==> config.mk <==
export PLATFORM = sky130hd
export DESIGN_NAME = dma_burst_ctrl_flat
export DESIGN_NICKNAME = d
export VERILOG_FILES = /design/src/rtl/dma_pkg.sv /design/src/rtl/dma_burst_ctrl_if.sv /design/src/rtl/dma_addr_gen.sv /design/src/rtl/dma_burst_ctrl.sv /design/src/flat_wrapper.sv
export SDC_FILE = /design/constraint.sdc
export NUM_CORES = 1
export LEC_CHECK = 0
export BUFFER_PORTS_ARGS = -buffer_cell sky130_fd_sc_hd__buf_2
export CORE_AREA = 2 2 311 313
export DETAILED_ROUTE_END_ITERATION = 7
export DIE_AREA = 0 0 313 315
export PLACE_DENSITY_LB_ADDON = 0.15
export SKIP_CTS_REPAIR_TIMING = 1
export SLEW_MARGIN = 25
export SYNTH_ARGS = -nofsm -noshare
export SYNTH_HDL_FRONTEND = slang
export SYNTH_HIERARCHICAL = 1
export SYNTH_SLANG_ARGS = --single-unit
==> constraint.sdc <==
create_clock -name clk -period 2.3 [get_ports clk]
set_clock_uncertainty 0.1 [all_clocks]
set_input_delay 0.345 -clock clk [delete_from_list [all_inputs] [get_ports clk]]
set_output_delay 0.345 -clock clk [all_outputs]
set_load 0.005 [all_outputs]
==> src/rtl/dma_pkg.sv <==
`default_nettype none
// ----------------------------------------------------------------------------
// dma_pkg: shared types and default memory depths for the AES burst DMA engine
// Rev 1.0
// ----------------------------------------------------------------------------
package dma_pkg;

  typedef enum logic [1:0] {
    MODE_LOAD  = 2'd0,
    MODE_STORE = 2'd1,
    MODE_COPY  = 2'd2
  } dma_mode_t;

  typedef enum logic {
    MEM_KEY   = 1'b0,
    MEM_STATE = 1'b1
  } dma_mem_t;

  typedef enum logic [2:0] {
    ST_IDLE      = 3'd0,
    ST_ISSUE     = 3'd1,
    ST_CAPTURE   = 3'd2,
    ST_OUT       = 3'd3,
    ST_WRITE     = 3'd4,
    ST_STREAM_IN = 3'd5,
    ST_DONE      = 3'd6
  } dma_state_t;

  localparam int DEFAULT_KEY_DEPTH   = 11;
  localparam int DEFAULT_STATE_DEPTH = 16;

  // A zero-length burst touches nothing, so it is always in range.
  function automatic logic range_ok(input int addr, input int len, input int depth);
    return (len == 0) || (addr + len <= depth);
  endfunction

endpackage
`default_nettype wire

==> src/rtl/dma_burst_ctrl_if.sv <==
`default_nettype none
// ----------------------------------------------------------------------------
// dma_burst_ctrl_if: descriptor, stream and memory-port bundle of the DMA engine
// Rev 1.0
// ----------------------------------------------------------------------------
interface dma_burst_ctrl_if #(
  parameter int DATA_WIDTH = 128,
  parameter int ADDR_WIDTH = 4,
  parameter int LEN_W      = 5
);
  logic                  cmd_valid;
  logic                  cmd_ready;
  logic [1:0]            cmd_mode;
  logic                  cmd_src_sel;
  logic                  cmd_dst_sel;
  logic [ADDR_WIDTH-1:0] cmd_src_addr;
  logic [ADDR_WIDTH-1:0] cmd_dst_addr;
  logic [LEN_W-1:0]      cmd_len;

  logic                  out_valid;
  logic                  out_ready;
  logic [DATA_WIDTH-1:0] out_data;

  logic                  in_valid;
  logic                  in_ready;
  logic [DATA_WIDTH-1:0] in_data;

  logic [ADDR_WIDTH-1:0] key_addr;
  logic                  key_we;
  logic [DATA_WIDTH-1:0] key_wdata;
  logic [DATA_WIDTH-1:0] key_rdata;

  logic [ADDR_WIDTH-1:0] st_addr;
  logic                  st_we;
  logic [DATA_WIDTH-1:0] st_wdata;
  logic [DATA_WIDTH-1:0] st_rdata;

  logic                  busy;
  logic                  done;
  logic                  err;

  modport master (
    input  cmd_valid, cmd_mode, cmd_src_sel, cmd_dst_sel, cmd_src_addr, cmd_dst_addr, cmd_len,
    output cmd_ready,
    output out_valid, out_data,
    input  out_ready,
    input  in_valid, in_data,
    output in_ready,
    output key_addr, key_we, key_wdata,
    input  key_rdata,
    output st_addr, st_we, st_wdata,
    input  st_rdata,
    output busy, done, err
  );

  modport slave (
    output cmd_valid, cmd_mode, cmd_src_sel, cmd_dst_sel, cmd_src_addr, cmd_dst_addr, cmd_len,
    input  cmd_ready,
    input  out_valid, out_data,
    output out_ready,
    output in_valid, in_data,
    input  in_ready,
    input  key_addr, key_we, key_wdata,
    output key_rdata,
    input  st_addr, st_we, st_wdata,
    output st_rdata,
    input  busy, done, err
  );
endinterface
`default_nettype wire

==> src/rtl/dma_addr_gen.sv <==
`default_nettype none
// ----------------------------------------------------------------------------
// dma_addr_gen: burst address counter with remaining-word down-counter
// Rev 1.0
// ----------------------------------------------------------------------------
module dma_addr_gen #(
  parameter int ADDR_WIDTH = 4,
  parameter int LEN_W      = 5
) (
  input  logic                  clk,
  input  logic                  rst_n,
  input  logic                  load,
  input  logic [ADDR_WIDTH-1:0] base,
  input  logic [LEN_W-1:0]      len,
  input  logic                  step,
  output logic [ADDR_WIDTH-1:0] addr,
  output logic                  last
);
  logic [LEN_W-1:0] remaining;

  always_ff @(posedge clk or negedge rst_n) begin
    if (!rst_n) begin
      addr      <= '0;
      remaining <= '0;
    end else if (load) begin
      addr      <= base;
      remaining <= len;
    end else if (step) begin
      addr      <= addr + ADDR_WIDTH'(1);
      remaining <= remaining - LEN_W'(1);
    end
  end

  assign last = (remaining == LEN_W'(1));
endmodule
`default_nettype wire

==> src/rtl/dma_burst_ctrl.sv <==
`default_nettype none
// ----------------------------------------------------------------------------
// dma_burst_ctrl: burst DMA moving 128-bit blocks between key memory, state RAM and streams
// Rev 1.0
// ----------------------------------------------------------------------------
module dma_burst_ctrl
  import dma_pkg::*;
#(
  parameter int DATA_WIDTH  = 128,
  parameter int ADDR_WIDTH  = 4,
  parameter int KEY_DEPTH   = DEFAULT_KEY_DEPTH,
  parameter int STATE_DEPTH = DEFAULT_STATE_DEPTH,
  parameter int MAX_BURST   = 16
) (
  input  logic             clk,
  input  logic             rst_n,
  dma_burst_ctrl_if.master bus
);
  localparam int LEN_W = $clog2(MAX_BURST + 1);

  dma_state_t            state, state_nxt;
  dma_mode_t             mode_q;
  dma_mem_t              src_sel_q, dst_sel_q;
  logic                  err_q;
  logic                  out_valid_q;
  logic [DATA_WIDTH-1:0] out_data_q, cap_q, src_rdata;
  logic                  accept, cmd_bad;
  logic [ADDR_WIDTH-1:0] src_addr, dst_addr;
  logic                  src_last, dst_last, src_step, dst_step;
  logic                  mem_active, mem_we;
  dma_mem_t              mem_sel;
  logic [ADDR_WIDTH-1:0] mem_addr;
  logic [DATA_WIDTH-1:0] mem_wdata;
  logic                  in_ready;

  assign accept = (state == ST_IDLE) && bus.cmd_valid;

  always_comb begin
    cmd_bad = 1'b0;
    if (bus.cmd_mode == 2'd3) begin
      cmd_bad = 1'b1;
    end else if (int'(bus.cmd_len) > MAX_BURST) begin
      cmd_bad = 1'b1;
    end else begin
      if (bus.cmd_mode != MODE_STORE &&
          !range_ok(int'(bus.cmd_src_addr), int'(bus.cmd_len),
                    bus.cmd_src_sel ? STATE_DEPTH : KEY_DEPTH))
        cmd_bad = 1'b1;
      if (bus.cmd_mode != MODE_LOAD &&
          !range_ok(int'(bus.cmd_dst_addr), int'(bus.cmd_len),
                    bus.cmd_dst_sel ? STATE_DEPTH : KEY_DEPTH))
        cmd_bad = 1'b1;
    end
  end

  assign src_step = (state == ST_OUT && bus.out_ready) || (state == ST_WRITE);
  assign dst_step = (state == ST_WRITE) || (state == ST_STREAM_IN && bus.in_valid);

  dma_addr_gen #(.ADDR_WIDTH(ADDR_WIDTH), .LEN_W(LEN_W)) u_src_gen (
    .clk(clk), .rst_n(rst_n), .load(accept), .base(bus.cmd_src_addr),
    .len(bus.cmd_len), .step(src_step), .addr(src_addr), .last(src_last)
  );

  dma_addr_gen #(.ADDR_WIDTH(ADDR_WIDTH), .LEN_W(LEN_W)) u_dst_gen (
    .clk(clk), .rst_n(rst_n), .load(accept), .base(bus.cmd_dst_addr),
    .len(bus.cmd_len), .step(dst_step), .addr(dst_addr), .last(dst_last)
  );

  always_ff @(posedge clk or negedge rst_n) begin
    if (!rst_n) state <= ST_IDLE;
    else        state <= state_nxt;
  end

  always_comb begin
    state_nxt = state;
    unique case (state)
      ST_IDLE: begin
        if (bus.cmd_valid) begin
          if (cmd_bad || bus.cmd_len == '0)    state_nxt = ST_DONE;
          else if (bus.cmd_mode == MODE_STORE) state_nxt = ST_STREAM_IN;
          else                                 state_nxt = ST_ISSUE;
        end
      end
      ST_ISSUE:     state_nxt = ST_CAPTURE;
      ST_CAPTURE:   state_nxt = (mode_q == MODE_LOAD) ? ST_OUT : ST_WRITE;
      ST_OUT:       if (bus.out_ready) state_nxt = src_last ? ST_DONE : ST_ISSUE;
      ST_WRITE:     state_nxt = dst_last ? ST_DONE : ST_ISSUE;
      ST_STREAM_IN: if (bus.in_valid && dst_last) state_nxt = ST_DONE;
      ST_DONE:      state_nxt = ST_IDLE;
      default:      state_nxt = ST_IDLE;
    endcase
  end

  assign src_rdata = (src_sel_q == MEM_STATE) ? bus.st_rdata : bus.key_rdata;

  always_ff @(posedge clk or negedge rst_n) begin
    if (!rst_n) begin
      mode_q      <= MODE_LOAD;
      src_sel_q   <= MEM_KEY;
      dst_sel_q   <= MEM_KEY;
      err_q       <= 1'b0;
      out_valid_q <= 1'b0;
      out_data_q  <= '0;
      cap_q       <= '0;
    end else begin
      if (accept) begin
        mode_q    <= (bus.cmd_mode == 2'd1) ? MODE_STORE :
                     (bus.cmd_mode == 2'd2) ? MODE_COPY : MODE_LOAD;
        src_sel_q <= dma_mem_t'(bus.cmd_src_sel);
        dst_sel_q <= dma_mem_t'(bus.cmd_dst_sel);
        err_q     <= cmd_bad;
      end else if (state == ST_DONE) begin
        err_q <= 1'b0;
      end

      if (state == ST_CAPTURE) begin
        cap_q <= src_rdata;
        if (mode_q == MODE_LOAD) begin
          out_data_q  <= src_rdata;
          out_valid_q <= 1'b1;
        end
      end else if (state == ST_OUT && bus.out_ready) begin
        out_valid_q <= 1'b0;
      end
    end
  end

  // One shared port request, steered to whichever memory it targets.
  always_comb begin
    mem_active = 1'b0;
    mem_sel    = src_sel_q;
    mem_addr   = '0;
    mem_we     = 1'b0;
    mem_wdata  = '0;
    in_ready   = 1'b0;
    case (state)
      ST_ISSUE: begin
        mem_active = 1'b1;
        mem_sel    = src_sel_q;
        mem_addr   = src_addr;
      end
      ST_WRITE: begin
        mem_active = 1'b1;
        mem_sel    = dst_sel_q;
        mem_addr   = dst_addr;
        mem_we     = 1'b1;
        mem_wdata  = cap_q;
      end
      ST_STREAM_IN: begin
        in_ready   = 1'b1;
        mem_active = 1'b1;
        mem_sel    = dst_sel_q;
        mem_addr   = dst_addr;
        mem_we     = bus.in_valid;
        mem_wdata  = bus.in_data;
      end
      default: ;
    endcase
  end

  assign bus.key_addr  = (mem_active && mem_sel == MEM_KEY) ? mem_addr : '0;
  assign bus.key_we    = mem_active && (mem_sel == MEM_KEY) && mem_we;
  assign bus.key_wdata = (mem_active && mem_sel == MEM_KEY) ? mem_wdata : '0;
  assign bus.st_addr   = (mem_active && mem_sel == MEM_STATE) ? mem_addr : '0;
  assign bus.st_we     = mem_active && (mem_sel == MEM_STATE) && mem_we;
  assign bus.st_wdata  = (mem_active && mem_sel == MEM_STATE) ? mem_wdata : '0;

  assign bus.in_ready  = in_ready;
  assign bus.cmd_ready = (state == ST_IDLE);
  assign bus.out_valid = out_valid_q;
  assign bus.out_data  = out_data_q;
  assign bus.busy      = (state != ST_IDLE);
  assign bus.done      = (state == ST_DONE);
  assign bus.err       = err_q;
endmodule
`default_nettype wire

==> src/flat_wrapper.sv <==
// flat-port wrapper written by rule: the top's interface ports become plain ports
module dma_burst_ctrl_flat import dma_pkg::*;
#(
  parameter int DATA_WIDTH  = 128,
  parameter int ADDR_WIDTH  = 4,
  parameter int KEY_DEPTH   = DEFAULT_KEY_DEPTH,
  parameter int STATE_DEPTH = DEFAULT_STATE_DEPTH,
  parameter int MAX_BURST   = 16
)
  (clk, rst_n, bus_cmd_valid, bus_cmd_mode, bus_cmd_src_sel, bus_cmd_dst_sel, bus_cmd_src_addr, bus_cmd_dst_addr, bus_cmd_len, bus_cmd_ready, bus_out_valid, bus_out_data, bus_out_ready, bus_in_valid, bus_in_data, bus_in_ready, bus_key_addr, bus_key_we, bus_key_wdata, bus_key_rdata, bus_st_addr, bus_st_we, bus_st_wdata, bus_st_rdata, bus_busy, bus_done, bus_err);
  dma_burst_ctrl_if #(.DATA_WIDTH(DATA_WIDTH), .ADDR_WIDTH(ADDR_WIDTH)) bus_i ();
  input  logic clk;
  input  logic rst_n;
  input wire logic [$bits(bus_i.cmd_valid)-1:0] bus_cmd_valid;
  input wire logic [$bits(bus_i.cmd_mode)-1:0] bus_cmd_mode;
  input wire logic [$bits(bus_i.cmd_src_sel)-1:0] bus_cmd_src_sel;
  input wire logic [$bits(bus_i.cmd_dst_sel)-1:0] bus_cmd_dst_sel;
  input wire logic [$bits(bus_i.cmd_src_addr)-1:0] bus_cmd_src_addr;
  input wire logic [$bits(bus_i.cmd_dst_addr)-1:0] bus_cmd_dst_addr;
  input wire logic [$bits(bus_i.cmd_len)-1:0] bus_cmd_len;
  output wire logic [$bits(bus_i.cmd_ready)-1:0] bus_cmd_ready;
  output wire logic [$bits(bus_i.out_valid)-1:0] bus_out_valid;
  output wire logic [$bits(bus_i.out_data)-1:0] bus_out_data;
  input wire logic [$bits(bus_i.out_ready)-1:0] bus_out_ready;
  input wire logic [$bits(bus_i.in_valid)-1:0] bus_in_valid;
  input wire logic [$bits(bus_i.in_data)-1:0] bus_in_data;
  output wire logic [$bits(bus_i.in_ready)-1:0] bus_in_ready;
  output wire logic [$bits(bus_i.key_addr)-1:0] bus_key_addr;
  output wire logic [$bits(bus_i.key_we)-1:0] bus_key_we;
  output wire logic [$bits(bus_i.key_wdata)-1:0] bus_key_wdata;
  input wire logic [$bits(bus_i.key_rdata)-1:0] bus_key_rdata;
  output wire logic [$bits(bus_i.st_addr)-1:0] bus_st_addr;
  output wire logic [$bits(bus_i.st_we)-1:0] bus_st_we;
  output wire logic [$bits(bus_i.st_wdata)-1:0] bus_st_wdata;
  input wire logic [$bits(bus_i.st_rdata)-1:0] bus_st_rdata;
  output wire logic [$bits(bus_i.busy)-1:0] bus_busy;
  output wire logic [$bits(bus_i.done)-1:0] bus_done;
  output wire logic [$bits(bus_i.err)-1:0] bus_err;
  assign bus_i.cmd_valid = bus_cmd_valid;
  assign bus_i.cmd_mode = bus_cmd_mode;
  assign bus_i.cmd_src_sel = bus_cmd_src_sel;
  assign bus_i.cmd_dst_sel = bus_cmd_dst_sel;
  assign bus_i.cmd_src_addr = bus_cmd_src_addr;
  assign bus_i.cmd_dst_addr = bus_cmd_dst_addr;
  assign bus_i.cmd_len = bus_cmd_len;
  assign bus_cmd_ready = bus_i.cmd_ready;
  assign bus_out_valid = bus_i.out_valid;
  assign bus_out_data = bus_i.out_data;
  assign bus_i.out_ready = bus_out_ready;
  assign bus_i.in_valid = bus_in_valid;
  assign bus_i.in_data = bus_in_data;
  assign bus_in_ready = bus_i.in_ready;
  assign bus_key_addr = bus_i.key_addr;
  assign bus_key_we = bus_i.key_we;
  assign bus_key_wdata = bus_i.key_wdata;
  assign bus_i.key_rdata = bus_key_rdata;
  assign bus_st_addr = bus_i.st_addr;
  assign bus_st_we = bus_i.st_we;
  assign bus_st_wdata = bus_i.st_wdata;
  assign bus_i.st_rdata = bus_st_rdata;
  assign bus_busy = bus_i.busy;
  assign bus_done = bus_i.done;
  assign bus_err = bus_i.err;
  dma_burst_ctrl #(.DATA_WIDTH(DATA_WIDTH), .ADDR_WIDTH(ADDR_WIDTH), .KEY_DEPTH(KEY_DEPTH), .STATE_DEPTH(STATE_DEPTH), .MAX_BURST(MAX_BURST)) u_core (.clk(clk), .rst_n(rst_n), .bus(bus_i));
endmodule
==> results of run 1 <==
cells in the mapped netlist, types with 12 or more instances:
master / number / area (sq um)
inv_1: 16 / 60.1
buf_2: 27 / 135
dfrtp_1: 283 / 7080
nand2_1: 289 / 1080
a21oi_1: 12 / 60.1
nor2_1: 267 / 1000
o21ai_0: 279 / 1400
clkbuf_1: 92 / 345
buf_6: 12 / 135
xnor2_1: 14 / 123
a22oi_1: 133 / 998
mux2i_1: 130 / 1300
ha_1: 22 / 275
state kept, by name (all words and copies together) (netlist names):
| name | flops |
|---|---|
| u_core/state | 3 |
| u_core/mode_q | 2 |
| u_core/u_dst_gen/remaining | 5 |
| u_core/bus.err | 1 |
| u_core/u_src_gen/addr | 4 |
| u_core/bus.out_valid | 1 |
| u_core/u_src_gen/remaining | 5 |
| u_core/u_dst_gen/addr | 4 |
| u_core/cap_q | 128 |
| u_core/bus.out_data | 128 |
| u_core/dst_sel_q | 1 |
| u_core/src_sel_q | 1 |
cells by family after synthesis:
group	synth area share, %
XOR/XNOR	1.31
buffers and inverters	4.89
flip-flops	48.1
adder cells (fa/ha/maj)	2.21
AO/OA/AOI/OAI	17.7
multiplexers	9.14
AND/OR/NAND/NOR	16.6
worst register-to-register path, delay by kind of cell, from the launching register on:
family | cells | cell delay, ns
and+or+nand+nor | 5 | 1.14
DFF | 1 | 0.39
AOI/OAI and AO/OA | 2 | 0.21
adders and majority gates | 1 | 0.20
buffers and inverters | 1 | 0.14
through the flow:
step           total power, mW  cell area (sq um)  TNS (ns)  hold WS [ns]
6_report                  31.2              24400    -82.12       -0.0104
3_5_place_dp              22.3              21100     -3.30         0.247
2_1_floorplan             15.7              14800     -1.40       -0.0506
3_3_place_gp              22.1              21100     -2.93         0.246
4_1_cts                   28.5              22400   -113.73        -0.358
5_1_grt                   33.5              24400   -109.56       0.00410
layout make-up:
| cell class | count | area (sq um) | area share [%] |
|---|---|---|---|
| inverters | 16 | 62.6 | 0.256 |
| flip-flops and latches | 283 | 7090 | 29.0 |
| well taps | 1276 | 1600 | 6.54 |
| clock inverters | 12 | 168 | 0.687 |
| multi-input cells | 1231 | 7880 | 32.3 |
| repair buffers | 999 | 6570 | 26.9 |
| clock buffers | 49 | 1050 | 4.31 |
metal layers:
layer,vias to the layer above,track usage [%],part of all wire [%]
met5,-,0,0
met4,0,3.70,2.5
met3,91,2.76,5.8
met2,571,23.9,49
met1,7585,17.9,43
li1,7529,-,-
how the worst max path moves through the flow:
stage / start / end / cells after the start
2_1_floorplan: bus_cmd_dst_addr[0] / u_core/state[1] / 12
3_3_place_gp: bus_cmd_len[0] / u_core/state[1] / 13
3_5_place_dp: bus_cmd_len[0] / u_core/state[1] / 13
4_1_cts: u_core/state[2] / bus_key_wdata[55] / 7
5_1_grt: u_core/state[1] / bus_st_wdata[52] / 8
6_report: u_core/state[1] / bus_key_wdata[30] / 8
power by group through the flow:
stage / sequential (mW) / combinational [mW] / clock [mW]
floorplan: 8.78 / 6.89 / 0
global placement: 9.39 / 12.7 / 0
detailed placement: 9.43 / 12.9 / 0
CTS: 9.40 / 12.9 / 6.20
global route: 9.78 / 17.3 / 6.39
finish: 9.44 / 15.9 / 5.92
==> run metrics, run 1 <==
total grt overflow=0; Clock power frac=19.0%; ys async rst share=100%; vias in the first global route=15.5k; Layout Nets=2,998; failing checks=hold timing, setup timing; Lkg Pwr=11.7 nW; # Max-Cap Violations=0; Main synth FF type=dfrtp_1; dpl ws=-0.884 ns; synthesized area per cell=8.82 sq um; Die Footprint=0.0986 sq mm; WHS Path Cells=3; Diodes inserted=0; Horiz. Die Dim=313 um; CP max stage delay=0.40 ns; Die H=315 um; Via-to-Cell Ratio=4.08; CP Capture Type=primary output; FF+latch count, synth=283; period utilization=117%; CTS tree=built; Logic pwr share=50.8%; worst-path cell chain=buf_4 > buf_6 > nand2b_4 > buf_12 > buf_12 > clkbuf_16 > nor2_2 > buf_2; Initial Utilization=15.4%; initial antenna violation count=2; synthesis-to-finish area growth=65.8%; placeable core area=0.0957 sq mm; Worst slew margin=50.0%; startpoint class of the critical path=flip-flop; Sink Count=283; clock slew at reported path FFs=0.06 ns; commonest non-fill, non-tap cell in the layout=buf_2; RR Startpoint=u_core/u_dst_gen/remaining[0]; clk_lat worst skew=0.55 ns; worst min-delay path class=primary input to flip-flop; outcome=finished with violations; GR Util All Layers=14.0%; DR iter-0 viols=908; crit-path most repeated cell=buf_12; pin count of the biggest net entering global routing=132; max-slew violations=0; worst slew pin tran=0.750 ns; dpl cells=3,749; Final Util=25.5%; io pins=806; pwr/cell area=1280 mW/mm^2; HPWL Detailed=59,500 um; Seq/Total Area, Yosys=48.1%; peak fanout along the critical path=18; antenna viol nets, final=0; reg-to-reg endpoint=u_core/state[1]; share of layout cells above drive strength 1=48.0%; first-pass GRT wire length=103,000 um; vias=15.8k; Arr. time, crit path=2.24 ns; Cell Rows=114; commonest non-fill, non-tap cells in the layout=buf_2 (803), nand2_1 (289), dfrtp_1 (281); Fillers=10.5k; fin cells=3,866; Worst path top cell family by delay=buffers and inverters; clk buf depth=3; number of detailed-route iterations in the first pass=5; EDFF count, synth=0; HP Start=bus_cmd_src_addr[1]; WP buf/inv=6; DR WL/cell=21.4 um; PortBufs=805; PnR worst setup slack=-0.386 ns; cell depth of the worst flop-to-flop path=9; DR DRC count=0; Syn. warnings=6; post-layout minimum cycle time=2.69 ns; final hold vios=2; unrepaired setup endpoints after global routing=true; final wirelength=82,900 um; Post-Syn Instances=1,669; Final Wtd Congestion=0.911; Critical Path RT=1.86 ns; Switch Pwr=13.6 mW; synthesized cell area=0.0147 sq mm; P_int=17.6 mW; Worst VDD drop=0.000596 V; Sw Share=43.6%; Crit-path slowest cell=dfrtp_1; Seq pwr share=30.2%; Root Buffer=clkbuf_16; Hold Worst Slack=-0.0104 ns; number of buffers created by CTS=37; setup slack, reg-to-reg=0.02 ns; Critical Setup Path Class=flip-flop to primary output; Hold EP=u_core/u_src_gen/addr[1]; Max Freq=372 MHz; final setup vio count=271; syn_nets=2,099; Distinct cells, synth=44; H-tree levels=2
(Power assumes the default switching activity.)
==> run 2, diff against run 1 <==
--- a/config.mk
+++ b/config.mk
@@ -16,3 +16,4 @@
 export SYNTH_HDL_FRONTEND = slang
 export SYNTH_HIERARCHICAL = 1
 export SYNTH_SLANG_ARGS = --single-unit
+export TNS_END_PERCENT = 20
==> run 2 against run 1 <==
  * The flow finishes with violations (setup timing)
  * Clock power down 2%
  * Design area down 5.2%
  * Clock-buffer cell count up 7
  * Final cell count down 0.80%
  * Critical path depth unchanged
  * Flip-flop and latch count unchanged
  * Worst hold slack better by 0.014 ns
  * Non-clock buffer count down 38
  * Largest cell class unchanged
  * Via count down 1.5%
  * First-iteration DRC count down 17%
  * Sequential share of layout area up 1.6 points
  * Combinational power down 16%
==> run metrics, run 2 (same netlist as run 1, synthesis figures left out) <==
outcome=finished with violations; failing checks=setup timing; H-tree levels=2 (unchanged); Layout Nets=2,961 (-1.2%); Initial Utilization=15.4% (unchanged); Root Buffer=clkbuf_16; DR DRC count=0 (unchanged); final hold vios=0 (-2); Critical Setup Path Class=flip-flop to primary output; Arr. time, crit path=2.23 ns (about the same); crit-path most repeated cell=buf_12; number of buffers created by CTS=38 (+2.7%); dpl cells=3,740 (-0.24%); worst slew pin tran=0.796 ns (+0.0455 ns); clock slew at reported path FFs=0.06 ns (about the same); CP Capture Type=primary output; io pins=806 (unchanged); share of layout cells above drive strength 1=43.0% (-5.0 points); setup slack, reg-to-reg=-0.05 ns (-0.07 ns); clk buf depth=3 (unchanged); fin cells=3,835 (-0.80%); final setup vio count=271 (unchanged); Die Footprint=0.0986 sq mm (unchanged); Lkg Pwr=11.4 nW (-3.1%); antenna viol nets, final=0 (unchanged); Final Wtd Congestion=0.962 (+5.6%); Cell Rows=114 (unchanged); Sink Count=283 (unchanged); clk_lat worst skew=0.54 ns (about the same); reg-to-reg endpoint=u_core/state[1]; commonest non-fill, non-tap cells in the layout=buf_2 (802), nand2_1 (289), dfrtp_1 (281); HPWL Detailed=57,200 um (-3.8%); Via-to-Cell Ratio=4.05 (-0.70%); Horiz. Die Dim=313 um (unchanged); final wirelength=75,600 um (-8.8%); unrepaired setup endpoints after global routing=true; Critical Path RT=1.86 ns (about the same); worst min-delay path class=primary input to flip-flop; pwr/cell area=1220 mW/mm^2 (-4.3%); PnR worst setup slack=-0.375 ns (+0.0115 ns); HP Start=bus_key_rdata[89]; commonest non-fill, non-tap cell in the layout=buf_2; Crit-path slowest cell=dfrtp_1; vias=15.5k (-1.5%); Hold EP=u_core/bus.out_data[89]; synthesis-to-finish area growth=57.3%; pin count of the biggest net entering global routing=180 (+36%); number of detailed-route iterations in the first pass=5 (unchanged); cell depth of the worst flop-to-flop path=10 (+1); placeable core area=0.0957 sq mm (unchanged); Worst slew margin=47.0% (-3.0 points); peak fanout along the critical path=6 (-12); CP max stage delay=0.40 ns (about the same); CP startpoint=u_core/state[1]; Power, Total=28.3 mW (-9.3%); total grt overflow=0 (unchanged); Die H=315 um (unchanged); GR Util All Layers=13.7% (-0.22 points); DR iter-0 viols=758 (-17%); post-layout minimum cycle time=2.67 ns (-0.0115 ns); # Max-Cap Violations=0 (unchanged); max-slew violations=0 (unchanged); Max Freq=374 MHz (+0.43%); Worst VDD drop=0.000836 V (+40%); RR Startpoint=u_core/u_dst_gen/remaining[1]; startpoint class of the critical path=flip-flop; Worst path top cell family by delay=buffers and inverters; WP buf/inv=4 (-2); CTS tree=built; first-pass GRT wire length=103,000 um (-0.77%); worst-path cell chain=nand2b_4 > nor2_4 > buf_12 > buf_12 > buf_6 > a22oi_1 > nor2_1 > buf_2; PortBufs=805 (unchanged); initial antenna violation count=4 (+2); vias in the first global route=15.7k (+1.3%); DR WL/cell=19.7 um (-8.1%); WHS Path Cells=3 (unchanged); period utilization=116% (-0.50 points)
==> run 2: layer usage <==
layer | share of wire (%) | vias up | GRT usage [%]
li1 | - | 7459 | -
met1 | 42 | 7455 | 16.8
met2 | 50 | 528 | 24.5
met3 | 5.8 | 96 | 2.70
met4 | 2.3 | 2 | 3.75
met5 | 0.017 | - | 0
==> run 2: worst reg2reg max path, delay by kind of cell, from the launching register on <==
family          cells  cell delay, ns
fa+ha+maj           1            0.18
simple gates        5            1.17
buf+inv             2            0.20
compound gates      2            0.24
flops               1            0.35
==> run 2: layout make-up <==
class	count	area, sq um
timing repair buffer	961	5920
sequential	283	7090
inverter	16	60.1
tap	1276	1600
fill	10571	72600
antenna	2	5.00
clock buffer	56	1110
clock inverter	10	103
multi-input combinational	1231	7280
==> run 2: how the worst max path moves through the flow <==
stage                             end  slack (ns)  cells after the start
CTS                  bus_st_wdata[50]       -0.53                      7
global route        bus_key_wdata[43]       -0.49                      7
finish              bus_key_wdata[77]       -0.37                      8
detailed placement    u_core/state[1]       -0.89                     13
floorplan             u_core/state[1]       -0.60                     12
global placement      u_core/state[1]       -0.88                     13
==> run 2: metrics by stage <==
stage | hold slack, ns | util, % | TNS (ns) | setup WS (ns) | instance area, sq um
after floorplan | -0.0506 | - | -1.70 | -0.597 | 14700
after global placement | 0.184 | 22.0 | -3.16 | -0.882 | 21100
after detailed placement | 0.182 | 22.0 | -3.28 | -0.886 | 21100
after CTS | -0.438 | 23.3 | -110.07 | -0.528 | 22300
after global routing | 0.00596 | 24.2 | -111.03 | -0.486 | 23200
final | 0.00361 | 24.2 | -77.50 | -0.375 | 23200
==> run 2: report_power, final <==
group | internal (mW) | switching [mW] | leakage, nW
registers | 7.51 | 1.78 | 3.48
clock network | 3.45 | 2.36 | 0.590
logic | 5.34 | 7.91 | 7.29
total | 16.3 | 12.0 | 11.4
